--- config.mk ---
export PLATFORM = sky130hd
export DESIGN_NAME = traffic_light_ctrl
export DESIGN_NICKNAME = d
export VERILOG_FILES = /design/src/rtl/traffic_pkg.sv /design/src/rtl/sync_edge_det.sv /design/src/rtl/traffic_light_ctrl.sv
export SDC_FILE = /design/constraint.sdc
export NUM_CORES = 1
export LEC_CHECK = 0
export ABC_CLOCK_PERIOD_IN_PS = 3000
export CAP_MARGIN = 5
export CORE_ASPECT_RATIO = 0.8
export CORE_UTILIZATION = 54
export CTS_CLUSTER_DIAMETER = 80
export DETAILED_ROUTE_END_ITERATION = 7
export GPL_TIMING_DRIVEN = 0
export MAX_ROUTING_LAYER = met4
export PLACE_DENSITY = 0.78
export SLEW_MARGIN = 10
export SYNTH_ARGS = -nofsm -noshare
export SYNTH_HDL_FRONTEND = slang
export SYNTH_SLANG_ARGS = --single-unit
--- constraint.sdc ---
create_clock -name sys_clk -period 3 [get_ports sys_clk]
set_clock_uncertainty 0.15 [all_clocks]
set_input_delay 0.45 -clock sys_clk [delete_from_list [all_inputs] [get_ports sys_clk]]
set_output_delay 0.45 -clock sys_clk [all_outputs]
set_load 0.02 [all_outputs]
--- src/rtl/traffic_pkg.sv ---
// Shared types for the traffic light controller: phase encoding, lamp codes
// and the lamp decode used by the top-level output registers.
package traffic_pkg;

  typedef enum logic [2:0] {
    ST_NS_G  = 3'd0,
    ST_NS_Y  = 3'd1,
    ST_AR_NS = 3'd2,
    ST_EW_G  = 3'd3,
    ST_EW_Y  = 3'd4,
    ST_AR_EW = 3'd5,
    ST_FLASH = 3'd6
  } state_e;

  // Lamp codes are {R,Y,G}
  localparam logic [2:0] LAMP_RED = 3'b100;
  localparam logic [2:0] LAMP_YEL = 3'b010;
  localparam logic [2:0] LAMP_GRN = 3'b001;
  localparam logic [2:0] LAMP_OFF = 3'b000;

  // Returns {ns_lamps, ew_lamps} for a phase; flash_on selects lit/dark in FLASH.
  function automatic logic [5:0] lamps_of(input state_e st, input logic flash_on);
    logic [5:0] res;
    case (st)
      ST_NS_G:  res = {LAMP_GRN, LAMP_RED};
      ST_NS_Y:  res = {LAMP_YEL, LAMP_RED};
      ST_EW_G:  res = {LAMP_RED, LAMP_GRN};
      ST_EW_Y:  res = {LAMP_RED, LAMP_YEL};
      ST_FLASH: res = flash_on ? {LAMP_YEL, LAMP_YEL} : {LAMP_OFF, LAMP_OFF};
      default:  res = {LAMP_RED, LAMP_RED};
    endcase
    return res;
  endfunction

endpackage

--- src/rtl/sync_edge_det.sv ---
// Two-flop synchroniser with an armed rising-edge pulse. The edge detector only
// arms once a genuine synchronised low has been seen after reset.
module sync_edge_det (
  input  logic clk,
  input  logic rst_n,
  input  logic i_d,
  output logic o_level,
  output logic o_rise
);

  logic       r_meta;
  logic       r_sync;
  logic       r_prev;
  logic       r_armed;
  logic       r_rise;
  logic [1:0] r_fill;

  // Synchroniser chain, pipeline-fill tracker, arm flag and registered edge pulse
  always_ff @(posedge clk or negedge rst_n) begin
    if (!rst_n) begin
      r_meta  <= 1'b0;
      r_sync  <= 1'b0;
      r_prev  <= 1'b0;
      r_armed <= 1'b0;
      r_rise  <= 1'b0;
      r_fill  <= 2'b00;
    end else begin
      r_meta  <= i_d;
      r_sync  <= r_meta;
      r_prev  <= r_sync;
      r_fill  <= {r_fill[0], 1'b1};
      // r_sync holds a real sample only once the chain has filled
      r_armed <= r_armed | (r_fill[1] & ~r_sync);
      r_rise  <= r_sync & ~r_prev & r_armed;
    end
  end

  assign o_level = r_sync;
  assign o_rise  = r_rise;

endmodule

--- src/rtl/traffic_light_ctrl.sv ---
// Two-way intersection controller: per-second phase countdown, pedestrian
// walk service during all-red, and a flashing-yellow mode when disabled.
module traffic_light_ctrl
  import traffic_pkg::*;
#(
  parameter int GREEN_SEC     = 30,
  parameter int YELLOW_SEC    = 3,
  parameter int ALLRED_SEC    = 2,
  parameter int PED_GREEN_SEC = 10,
  parameter int PED_WALK_SEC  = 8,
  parameter int CNT_W         = 8
) (
  input  logic             sys_clk,
  input  logic             sys_rst_n,
  input  logic             clk_1hz,
  input  logic             enable,
  input  logic             ped_req,
  output logic [2:0]       ns_light,
  output logic [2:0]       ew_light,
  output logic             ped_walk,
  output logic [CNT_W-1:0] countdown
);

  localparam logic [CNT_W-1:0] C_ONE       = CNT_W'(1);
  localparam logic [CNT_W-1:0] C_GREEN     = CNT_W'(GREEN_SEC);
  localparam logic [CNT_W-1:0] C_YELLOW    = CNT_W'(YELLOW_SEC);
  localparam logic [CNT_W-1:0] C_ALLRED    = CNT_W'(ALLRED_SEC);
  localparam logic [CNT_W-1:0] C_PED_GREEN = CNT_W'(PED_GREEN_SEC);
  localparam logic [CNT_W-1:0] C_PED_WALK  = CNT_W'(PED_WALK_SEC);

  state_e           r_state;
  logic [CNT_W-1:0] r_cnt;
  logic             r_walk;
  logic             r_pending;
  logic             r_flash_on;
  logic [2:0]       r_ns;
  logic [2:0]       r_ew;

  state_e           w_state_nxt;
  logic [CNT_W-1:0] w_cnt_nxt;
  logic             w_walk_nxt;
  logic             w_pend_nxt;
  logic             w_flash_nxt;
  logic [5:0]       w_lamps_nxt;
  logic [CNT_W-1:0] w_ar_cnt;
  logic             w_tick;
  logic             w_ped_lvl;
  logic             w_hz_level_unused;
  logic             w_ped_rise_unused;

  sync_edge_det u_hz_sync (
    .clk     (sys_clk),
    .rst_n   (sys_rst_n),
    .i_d     (clk_1hz),
    .o_level (w_hz_level_unused),
    .o_rise  (w_tick)
  );

  sync_edge_det u_ped_sync (
    .clk     (sys_clk),
    .rst_n   (sys_rst_n),
    .i_d     (ped_req),
    .o_level (w_ped_lvl),
    .o_rise  (w_ped_rise_unused)
  );

  // An all-red phase becomes the walk phase when a request is waiting
  assign w_ar_cnt = r_pending ? C_PED_WALK : C_ALLRED;

  // Next-state, countdown and pedestrian bookkeeping in priority order
  always_comb begin
    w_state_nxt = r_state;
    w_cnt_nxt   = r_cnt;
    w_walk_nxt  = r_walk;
    w_pend_nxt  = r_pending | (w_ped_lvl & (r_state != ST_FLASH));
    w_flash_nxt = r_flash_on;
    if (!enable) begin
      w_state_nxt = ST_FLASH;
      w_cnt_nxt   = '0;
      w_walk_nxt  = 1'b0;
      w_pend_nxt  = 1'b0;
      if (r_state != ST_FLASH) begin
        w_flash_nxt = 1'b1;
      end else if (w_tick) begin
        w_flash_nxt = ~r_flash_on;
      end else begin
        w_flash_nxt = r_flash_on;
      end
    end else if (r_state == ST_FLASH) begin
      w_state_nxt = ST_AR_EW;
      w_cnt_nxt   = C_ALLRED;
      w_walk_nxt  = 1'b0;
      w_pend_nxt  = 1'b0;
      w_flash_nxt = 1'b0;
    end else if (w_tick && (r_cnt == C_ONE)) begin
      case (r_state)
        ST_NS_G: begin
          w_state_nxt = ST_NS_Y;
          w_cnt_nxt   = C_YELLOW;
        end
        ST_NS_Y: begin
          w_state_nxt = ST_AR_NS;
          w_cnt_nxt   = w_ar_cnt;
          w_walk_nxt  = r_pending;
          w_pend_nxt  = 1'b0;
        end
        ST_AR_NS: begin
          w_state_nxt = ST_EW_G;
          w_cnt_nxt   = C_GREEN;
          w_walk_nxt  = 1'b0;
        end
        ST_EW_G: begin
          w_state_nxt = ST_EW_Y;
          w_cnt_nxt   = C_YELLOW;
        end
        ST_EW_Y: begin
          w_state_nxt = ST_AR_EW;
          w_cnt_nxt   = w_ar_cnt;
          w_walk_nxt  = r_pending;
          w_pend_nxt  = 1'b0;
        end
        ST_AR_EW: begin
          w_state_nxt = ST_NS_G;
          w_cnt_nxt   = C_GREEN;
          w_walk_nxt  = 1'b0;
        end
        default: begin
          w_state_nxt = ST_AR_EW;
          w_cnt_nxt   = C_ALLRED;
          w_walk_nxt  = 1'b0;
        end
      endcase
    end else if (((r_state == ST_NS_G) || (r_state == ST_EW_G)) && r_pending &&
                 (r_cnt > C_PED_GREEN)) begin
      // A tick in this cycle is absorbed by the load
      w_cnt_nxt = C_PED_GREEN;
    end else if (w_tick && (r_cnt > C_ONE)) begin
      w_cnt_nxt = r_cnt - C_ONE;
    end else begin
      w_cnt_nxt = r_cnt;
    end
  end

  assign w_lamps_nxt = lamps_of(w_state_nxt, w_flash_nxt);

  // State, countdown and lamp output registers
  always_ff @(posedge sys_clk or negedge sys_rst_n) begin
    if (!sys_rst_n) begin
      r_state    <= ST_AR_EW;
      r_cnt      <= C_ALLRED;
      r_walk     <= 1'b0;
      r_pending  <= 1'b0;
      r_flash_on <= 1'b0;
      r_ns       <= LAMP_RED;
      r_ew       <= LAMP_RED;
    end else begin
      r_state    <= w_state_nxt;
      r_cnt      <= w_cnt_nxt;
      r_walk     <= w_walk_nxt;
      r_pending  <= w_pend_nxt;
      r_flash_on <= w_flash_nxt;
      r_ns       <= w_lamps_nxt[5:3];
      r_ew       <= w_lamps_nxt[2:0];
    end
  end

  assign ns_light  = r_ns;
  assign ew_light  = r_ew;
  assign ped_walk  = r_walk;
  assign countdown = r_cnt;

endmodule

== Yosys cells after proc, flatten, opt, wreduce, memory -nomap -nowiden ==
Cells that the tools add are included.

* Reductions and logical operators: 11
* Add/sub/neg operators: 1
* Muxes and demuxes: 25
* Eq/ne operators: 15
* $lt $le $gt $ge: 2
* Bitwise logic cells: 9

{| class="wikitable"
|+ Operator list
! cell !! number
|-
| two-way mux 8 bit || 5
|-
| case mux 6 bit (5 select lines) || 1
|-
| equality test 3 bit, second input constant || 5
|-
| case mux 3 bit (5 select lines) || 1
|-
| case mux 5 bit (3 select lines) || 1
|-
| two-way mux 1 bit || 11
|-
| equality test 3 x 2 -> 1 bit, second input constant || 3
|-
| two-way mux 3 bit || 3
|-
| equality test 8 x 1 -> 1 bit, second input constant || 1
|-
| greater-than comparator 8 x 1 -> 1 bit, second input constant || 1
|-
| greater-than comparator 8 x 4 -> 1 bit, second input constant || 1
|-
| subtractor 8 x 1 -> 8 bit, second input constant || 1
|-
| equality test 3 x 1 -> 1 bit, second input constant || 2
|-
| logical NOT 3 bit || 2
|-
| OR reduction 2 bit || 3
|-
| two-way mux 5 bit || 1
|-
| != test 5 x 1 -> 1 bit, second input constant || 1
|-
| bitwise AND 1 bit || 4
|-
| logical AND 1 bit || 4
|-
| two-way mux 4 bit || 1
|-
| != test 3 x 1 -> 1 bit, second input constant || 1
|-
| != test 3 x 2 -> 1 bit, second input constant || 1
|-
| != test 3 bit, second input constant || 1
|-
| inverter 1 bit || 3
|-
| 4 further kinds || 5
|}

* Logic and storage cells: 78
* Output and inout port bits: 15
* Bits in registers: 29
* Input bits: 5

== Longest topological paths before layout ==
Gate-level depths: netlist of the first run.

* Depth after elaboration: 8
* Mapped depth: 8
* Mapped depth without buffers: 7

== By module ==
Synthesis of the first run repeated with hierarchy kept, for this count alone.

* Cells, all modules: 164
* Area, all modules: 1677.9 um2

{| class="wikitable"
|+ By module, submodules not included
! module !! sequential area each (um2) !! instances !! cells an instance !! area each (um2)
|-
| traffic_light_ctrl || 506.7 || 1 || 140 || 1282.5
|-
| sync_edge_det || 175.2 || 2 || 12 || 197.7
|}

== Worst setup path before layout of the first run ==
No wires, ideal clock.

* Kind: reg-to-reg
* Start point: reg r_cnt[6] (netlist: countdown[6])
* End point: reg r_cnt[1] (netlist: countdown[1])
* Setup slack: 0.712 ns
* Path buffers: 0
* Clock period less this slack: 2.288 ns
* Data arrival time: 2.056 ns
* Cell stages (with the launch flop): 6
* Data required time: 2.768 ns
* Library setup time: 0.082 ns
* Cell sequence: dfrtp_1 -> or4_4 -> o41a_1 -> nor3_2 -> and2_4 -> mux2_4

* Longest elaborated chain between the ends: 6
* Elaborated cells between the ends (all ways): 11
* Those cells by class: 2 x order compare; 2 x eq/ne; 4 x mux; 3 x reduce/logical

{| class="wikitable"
|+ RTL lines
! item !! RTL line !! RTL
|-
| start, declared || traffic_light_ctrl.sv:32 || <nowiki>logic [CNT_W-1:0] r_cnt;</nowiki>
|-
| start signal, assigned || traffic_light_ctrl.sv:158 || <nowiki>r_cnt <= w_cnt_nxt;</nowiki>
|-
| greater-than comparator 8 x 4 -> 1 bit || traffic_light_ctrl.sv:134 || <nowiki>(r_cnt > C_PED_GREEN)) begin</nowiki>
|-
| logical AND 1 bit || traffic_light_ctrl.sv:133 || <nowiki>end else if (((r_state == ST_NS_G) || (r_state == ST_EW_G)) && r_pending &&</nowiki>
|-
| two-way mux 8 bit || traffic_light_ctrl.sv:133 ||
|-
| two-way mux 8 bit || traffic_light_ctrl.sv:95 || <nowiki>end else if (w_tick && (r_cnt == C_ONE)) begin</nowiki>
|-
| two-way mux 8 bit || traffic_light_ctrl.sv:89 || <nowiki>end else if (r_state == ST_FLASH) begin</nowiki>
|-
| two-way mux 8 bit || traffic_light_ctrl.sv:77 || <nowiki>if (!enable) begin</nowiki>
|}

Several ways; a longest one is shown, not always the timed one.
A chain may end at the register's enable or synchronous reset.

== Worst setup path after layout of the first run ==
* Start point: reg r_cnt[4] (netlist: countdown[4])
* End point: reg r_cnt[0] (netlist: countdown[0])

Same word-level chain as after synthesis.

==> results.cfg, run 1 <==
[outcome]
status = complete, but fails checks
violations = negative hold slack

[global_routing]
grt_max_degree = 30
overflow = 0
grt_pass1_wl_um = 5300
antenna_found_initial = 0
grt_pass1_vias = 1164
track_usage = 0.251

[power]
p_leak_nw = 0.768
switching_power_mw = 0.398
p_seq_frac = 0.419
power.density_nw_per_um2 = 630
comb_power_share = 0.349
internal_power_mw = 0.748
swShare = 0.347
finalPower_mw = 1.15
clockPowerShare = 0.232
peakVddDrop_uv = 426

[worst_setup_path]
r2r-start = countdown[4]
rrSetupSlack_ps = 600
worst_setup_path_start_kind = flop
cp-end-kind = flop
cp_max_fo = 9
critical_path_class = flop to flop
slowest_stage = nor4_1
rr_worst_depth = 5
required_ps = 3060
r2r_end = countdown[0]
critPathLaunch = countdown[4]
crit_arrival_ps = 2460
critical_path.max_stage_delay_ps = 550
path_cells = nor4_1 -> nand4_1 -> o221ai_1 -> o31ai_1 -> o2bb2ai_1

[clock_network]
cts.clk_slew.worst_paths_ps = 90
ctsResizeCount = 0
root_buffer = clkbuf_4
cts_max_path_buffers = 2
cts_max_level = 2
postCtsHoldBufs = 0
cts.sinks = 29
post_cts.repair.setup_buffers = 0
cts_tree = yes
cts_buffers = 5
clk_latency_ps = 330

[synthesis]
synth_top_area_frac = 0.396
synth_simple_gate_area_share = 0.229
yosys_register_bits = 29
yosys-top-cells-area = dfrtp_1, dfstp_2, nor2_1
async_flop_share = 1.00
synthXorXnorAreaFrac = 0.0404
avgSynthCellArea_um2 = 9.60
synth_compound_area_frac = 0.153
synth.distinct_cells = 46
ys.flop_type = dfrtp_1
muxShareOfSynthArea = 0.0239
synth_nets = 166
ys_seq_area_frac = 0.483
synthAdderAreaFrac = 0.0248
yosysWarnings = 0
synth_top_family_by_area = simple AND/OR/NAND/NOR gates
yosysTopAreaCell = dfrtp_1
synth_area_um2 = 1520
synth-edff-count = 0
synthCells = 158

[route]
drt-total-wl_um = 3210
drtAntennaViolNets = 0
routedWlPerCell_um = 14.5
drcViolationCount = 0
route.met3.wl_um = 212
dr.pass1.iters = 4
wl_met1_um = 1480
wl_met2_um = 1460
viasPerCell = 5.83
drtIter0Drc = 65
vias = 1288
top_layer = met4

[placement]
post-dp-hpwl_um = 2340
place.gp.congestion = 0.907
port_buffers = 19

[die]
core_area_um2 = 2540
top_level_ports = 20
rows = 16
start_util = 0.596
dieArea_um2 = 3030
dieHeight_um = 49.4
fp.dieW_um = 61.2

[final_layout]
area_delta_synth_final_pct = 19.8
diodes = 0
final_layout_size_suffix_gt1_frac = 0.124
num-nets-final = 192

[sta]
rsz0062_at_grt = false
slew_violations = 0
holdWs_ps = -30.0
fin_crit_ps = 2400
fmax_mhz = 417
worstMarginPinSlew_ps = 608
finalCritPeriodShare = 0.799
setup_viol = 0
fin_setup_tns_ps = 0
slew_headroom = 0.595
hold_viol = 24

[run]
maxCapViolCount = 0

[min_path]
hold_class = input pin to asynchronous set/reset pin
logic make-up (layout without fill, tap and decap cells):
family / after synthesis / after routing
other: 1 / 1
multiplexers: 3 / 3
adder cells (fa/ha/maj): 3 / 3
flip-flops: 29 / 29
XOR/XNOR: 7 / 7
AO/OA/AOI/OAI: 35 / 35
AND/OR/NAND/NOR: 63 / 63
buffers and inverters: 17 / 44
cell type report:
class / instances / area, µm²
clock inverters: 1 / 5.00
fillers: 209 / 726
clock buffers: 7 / 65.1
inverters: 10 / 37.5
well taps: 36 / 45.0
flip-flops and latches: 29 / 732
repair buffers: 19 / 185
multi-input cells: 112 / 718
plain buffers: 7 / 28.8
cells in the final DEF, fill, tap and decap left out, drive strengths merged, types with 3 or more instances in the layout:
master,n
a211oi,3
a21oi,7
and2,3
buf,3
clkbuf,12
clkdlybuf4s50,18
dfrtp,24
dfstp,5
ha,3
inv,10
nand2,8
nand2b,3
nand3,6
nand4,5
nor2,15
nor2b,3
nor3,6
nor4,3
o21ai,11
or3,3
xnor2,6
power groups by stage:
stage                     sequential [mW]  combinational, mW  clock (mW)
after floorplan                     0.512              0.241           0
after global placement              0.483              0.385           0
after detailed placement            0.487              0.395           0
after CTS                           0.480              0.398       0.273
after global routing                0.486              0.441       0.291
final                               0.480              0.399       0.265
state kept, by name, indices dropped and copies added (netlist names), 2 cells and up:
register / count
u_hz_sync.r_fill: 2
ew_light: 3
r_state: 3
countdown: 8
ns_light: 3
worst max path at each step:
stage                     slack, ps      endpoint
final                           600  countdown[0]
after global routing            400  countdown[0]
after CTS                       640  countdown[0]
after detailed placement        650  countdown[0]
after global placement          670  countdown[0]
after floorplan                 710  countdown[1]
critical path: cells and delay by family, from the launching register on:
kind / cells / cell delay (ps)
AOI/OAI and AO/OA: 3 / 680
DFF: 1 / 490
and+or+nand+nor: 2 / 960
metal layers:
metal	track usage	vias to the layer above
met4	0.0871	0
met2	0.350	40
met1	0.346	628
li1	-	612
met3	0.0743	8
met5	-	-
Yosys cell counts (all sizes together), types with 2 or more instances:
cell / instances
dfrtp: 24
nor2b: 3
nor2: 15
nand2: 8
mux2: 2
inv: 10
a21oi: 7
ha: 3
buf: 2
clkbuf: 5
or3: 3
and3: 2
nor4: 3
and2: 3
or4: 2
dfstp: 5
o21a: 2
a211oi: 3
a31oi: 2
nand4: 5
o31ai: 2
xnor2: 6
nand3: 6
nor3: 6
nand2b: 3
o21ai: 11
a21o: 2
metrics by stage:
step / util / instance area [µm²] / setup WS (ps) / instances
floorplan: - / 1520 / 712 / 158
global placement: 0.689 / 1750 / 666 / 213
detailed placement: 0.689 / 1750 / 649 / 213
CTS: 0.717 / 1820 / 640 / 221
global route: 0.715 / 1820 / 398 / 221
finish: 0.715 / 1820 / 603 / 221
(Power assumes the default switching activity.)
==> run 2, diff against run 1 <==
--- a/config.mk
+++ b/config.mk
@@ -5,15 +5,15 @@
 export SDC_FILE = /design/constraint.sdc
 export NUM_CORES = 1
 export LEC_CHECK = 0
-export ABC_CLOCK_PERIOD_IN_PS = 3000
+export ABC_CLOCK_PERIOD_IN_PS = 2200
 export CAP_MARGIN = 5
 export CORE_ASPECT_RATIO = 0.8
-export CORE_UTILIZATION = 54
+export CORE_UTILIZATION = 49
 export CTS_CLUSTER_DIAMETER = 80
 export DETAILED_ROUTE_END_ITERATION = 7
 export GPL_TIMING_DRIVEN = 0
 export MAX_ROUTING_LAYER = met4
-export PLACE_DENSITY = 0.78
+export PLACE_DENSITY = 0.75
 export SLEW_MARGIN = 10
 export SYNTH_ARGS = -nofsm -noshare
 export SYNTH_HDL_FRONTEND = slang
==> constraint.sdc (replaced) <==
create_clock -name sys_clk -period 2.2 [get_ports sys_clk]
set_clock_uncertainty 0.15 [all_clocks]
set_input_delay 0.33 -clock sys_clk [delete_from_list [all_inputs] [get_ports sys_clk]]
set_output_delay 0.33 -clock sys_clk [all_outputs]
set_load 0.02 [all_outputs]
==> run 2 against run 1 <==
  * The run ends with negative setup slack left
  * Largest cell class is now multi-input combinational cells
  * Sequential cell count did not move
  * Routed wire length rose by 3.2%
  * Sequential power rose by 37%
  * Critical path type unchanged
  * Critical endpoint is now countdown[1]
  * Final cell count rose by 1.8%
==> results.cfg, run 2 (synthesized netlist as in run 1, its figures left out) <==
[power]
power.density_nw_per_um2 = 886
peakVddDrop_uv = 495
p_leak_nw = 0.781

[route]
drtAntennaViolNets = 0
dr.pass1.iters = 4
routedWlPerCell_um = 14.7
vias = 1304
drt-total-wl_um = 3310
drcViolationCount = 0
drtIter0Drc = 86
viasPerCell = 5.80

[global_routing]
track_usage = 0.241
grt_pass1_vias = 1239
grt_pass1_wl_um = 5670
grt_max_degree = 30
overflow = 0
antenna_found_initial = 0

[final_layout]
final_layout_size_suffix_gt1_frac = 0.187
multi_input_area_um2 = 752
seq_area_um2 = 737
num-nets-final = 194
largest_register_ffs = 8
final_area_um2 = 1900
n_fill_cell = 234
final_cell_mix = dfrtp_1, clkdlybuf4s50_1, nor2_1, inv_1, o21ai_0
area_delta_synth_final_pct = 25.5
mostFrequentLayoutCell = dfrtp_1
diodes = 0

[worst_setup_path]
r2r-start = countdown[6]
worst_setup_path_start_kind = flop
critical_path_class = flop to flop
required_ps = 2260
r2r_end = countdown[1]
cp_max_fo = 5
crit_arrival_ps = 2330
rr_worst_depth = 5
cp-end-kind = flop
rrSetupSlack_ps = -70

[sta]
holdWs_ps = 201
fin_setup_tns_ps = -74.4
slew_violations = 0
slew_headroom = 0.595
fmax_mhz = 440
hold_viol = 0
rsz0062_at_grt = true
worstMarginPinSlew_ps = 607
fin_crit_ps = 2270
finalCritPeriodShare = 1.03
setup_viol = 1
setup_ws_ps = -74.4

[clock_network]
cts_max_path_buffers = 2
cts.sinks = 29
cts_buffers = 5
cts.clk_slew.worst_paths_ps = 60
cts_tree = yes
cts_max_level = 2
root_buffer = clkbuf_8
clk_latency_ps = 280

[placement]
placed_cell_area_um2 = 1760
post-dp-hpwl_um = 2300
place.gp.congestion = 0.932
port_buffers = 19

[die]
core_area_um2 = 2850
dieHeight_um = 51.8
fp.dieW_um = 64.2
dieArea_um2 = 3320
rows = 17
start_util = 0.532
top_level_ports = 20

[min_path]
worstHoldEndpoint = u_hz_sync.r_fill[1]
hold_class = flop to flop
min_path_cells = 0
min-delay-start = u_hz_sync.r_fill[0]

[outcome]
violations = negative setup slack
status = complete, but fails checks

[run]
maxCapViolCount = 0
[run 2: changes by cell type in the layout (fill, tap and decap cells not counted), sizes merged]
cell         previous run  this run
buf                     3         4
clkinv                  1         0
clkinvlp                0         1
dlygate4sd3             0         1
[run 2: how the worst max path moves through the flow]
stage                      start           end  slack (ps)  cells past startpoint
detailed placement  countdown[4]  countdown[0]        -110                      5
finish              countdown[6]  countdown[1]         -70                      5
global route        countdown[6]  countdown[1]        -130                      5
floorplan           countdown[6]  countdown[1]        0.04                      5
CTS                 countdown[6]  countdown[1]         -70                      5
global placement    countdown[6]  countdown[0]        -150                      5
[run 2: area by class of cell]
class | count | share of cell area
buffer | 7 | 0.0171
clock buffer | 7 | 0.0454
clock inverter | 1 | 0.00394
inverter | 10 | 0.0197
multi-input combinational | 112 | 0.395
sequential | 29 | 0.387
tap | 38 | 0.0250
timing repair buffer | 21 | 0.107
[run 2: repair_timing]
item / CTS / global route
endpoints found under the setup margin: 10 / 13
resized for setup: 5 / 6
buffers inserted: 1 / 0
endpoints found under the hold margin: 0 / 24
hold buffers: 0 / 1
pin swaps: 0 / 1
[run 2: report_power, final]
part / leakage, nW / internal [mW] / total (mW) / switching (mW)
combinational: 0.391 / 0.259 / 0.576 / 0.318
clock: 0.0445 / 0.253 / 0.450 / 0.197
sequential: 0.345 / 0.599 / 0.659 / 0.0603
total: 0.781 / 1.11 / 1.69 / 0.574
[run 2: critical path, cell delays in order (launching register included)]
cell,delay [ps]
dfrtp_2,440
or4_4,580
o41a_1,380
nor3_2,160
and2_4,200
mux2_4,300
[run 2: stage by stage]
stage / util / power [mW] / std cells / worst slack (ps)
CTS: 0.660 / 1.69 / 224 / -70.5
finish: 0.668 / 1.69 / 225 / -74.4
floorplan: - / 1.03 / 158 / 0.0384
global route: 0.668 / 1.79 / 225 / -130
global placement: 0.617 / 1.19 / 215 / -153
detailed placement: 0.617 / 1.21 / 215 / -110
[run 2: per-layer routing]
metal,up-vias,track usage,part of all wire
met5,-,-,0
met4,0,0.122,0.018
met3,10,0.0768,0.066
met2,42,0.367,0.45
met1,635,0.293,0.47
li1,617,-,-
==> run 3, diff against run 2 <==
--- a/config.mk
+++ b/config.mk
@@ -14,7 +14,6 @@
 export GPL_TIMING_DRIVEN = 0
 export MAX_ROUTING_LAYER = met4
 export PLACE_DENSITY = 0.75
-export SLEW_MARGIN = 10
 export SYNTH_ARGS = -nofsm -noshare
 export SYNTH_HDL_FRONTEND = slang
 export SYNTH_SLANG_ARGS = --single-unit
==> results of run 3 <==
Same layout as run 2: the final DEF is identical, and so are final timing and power.
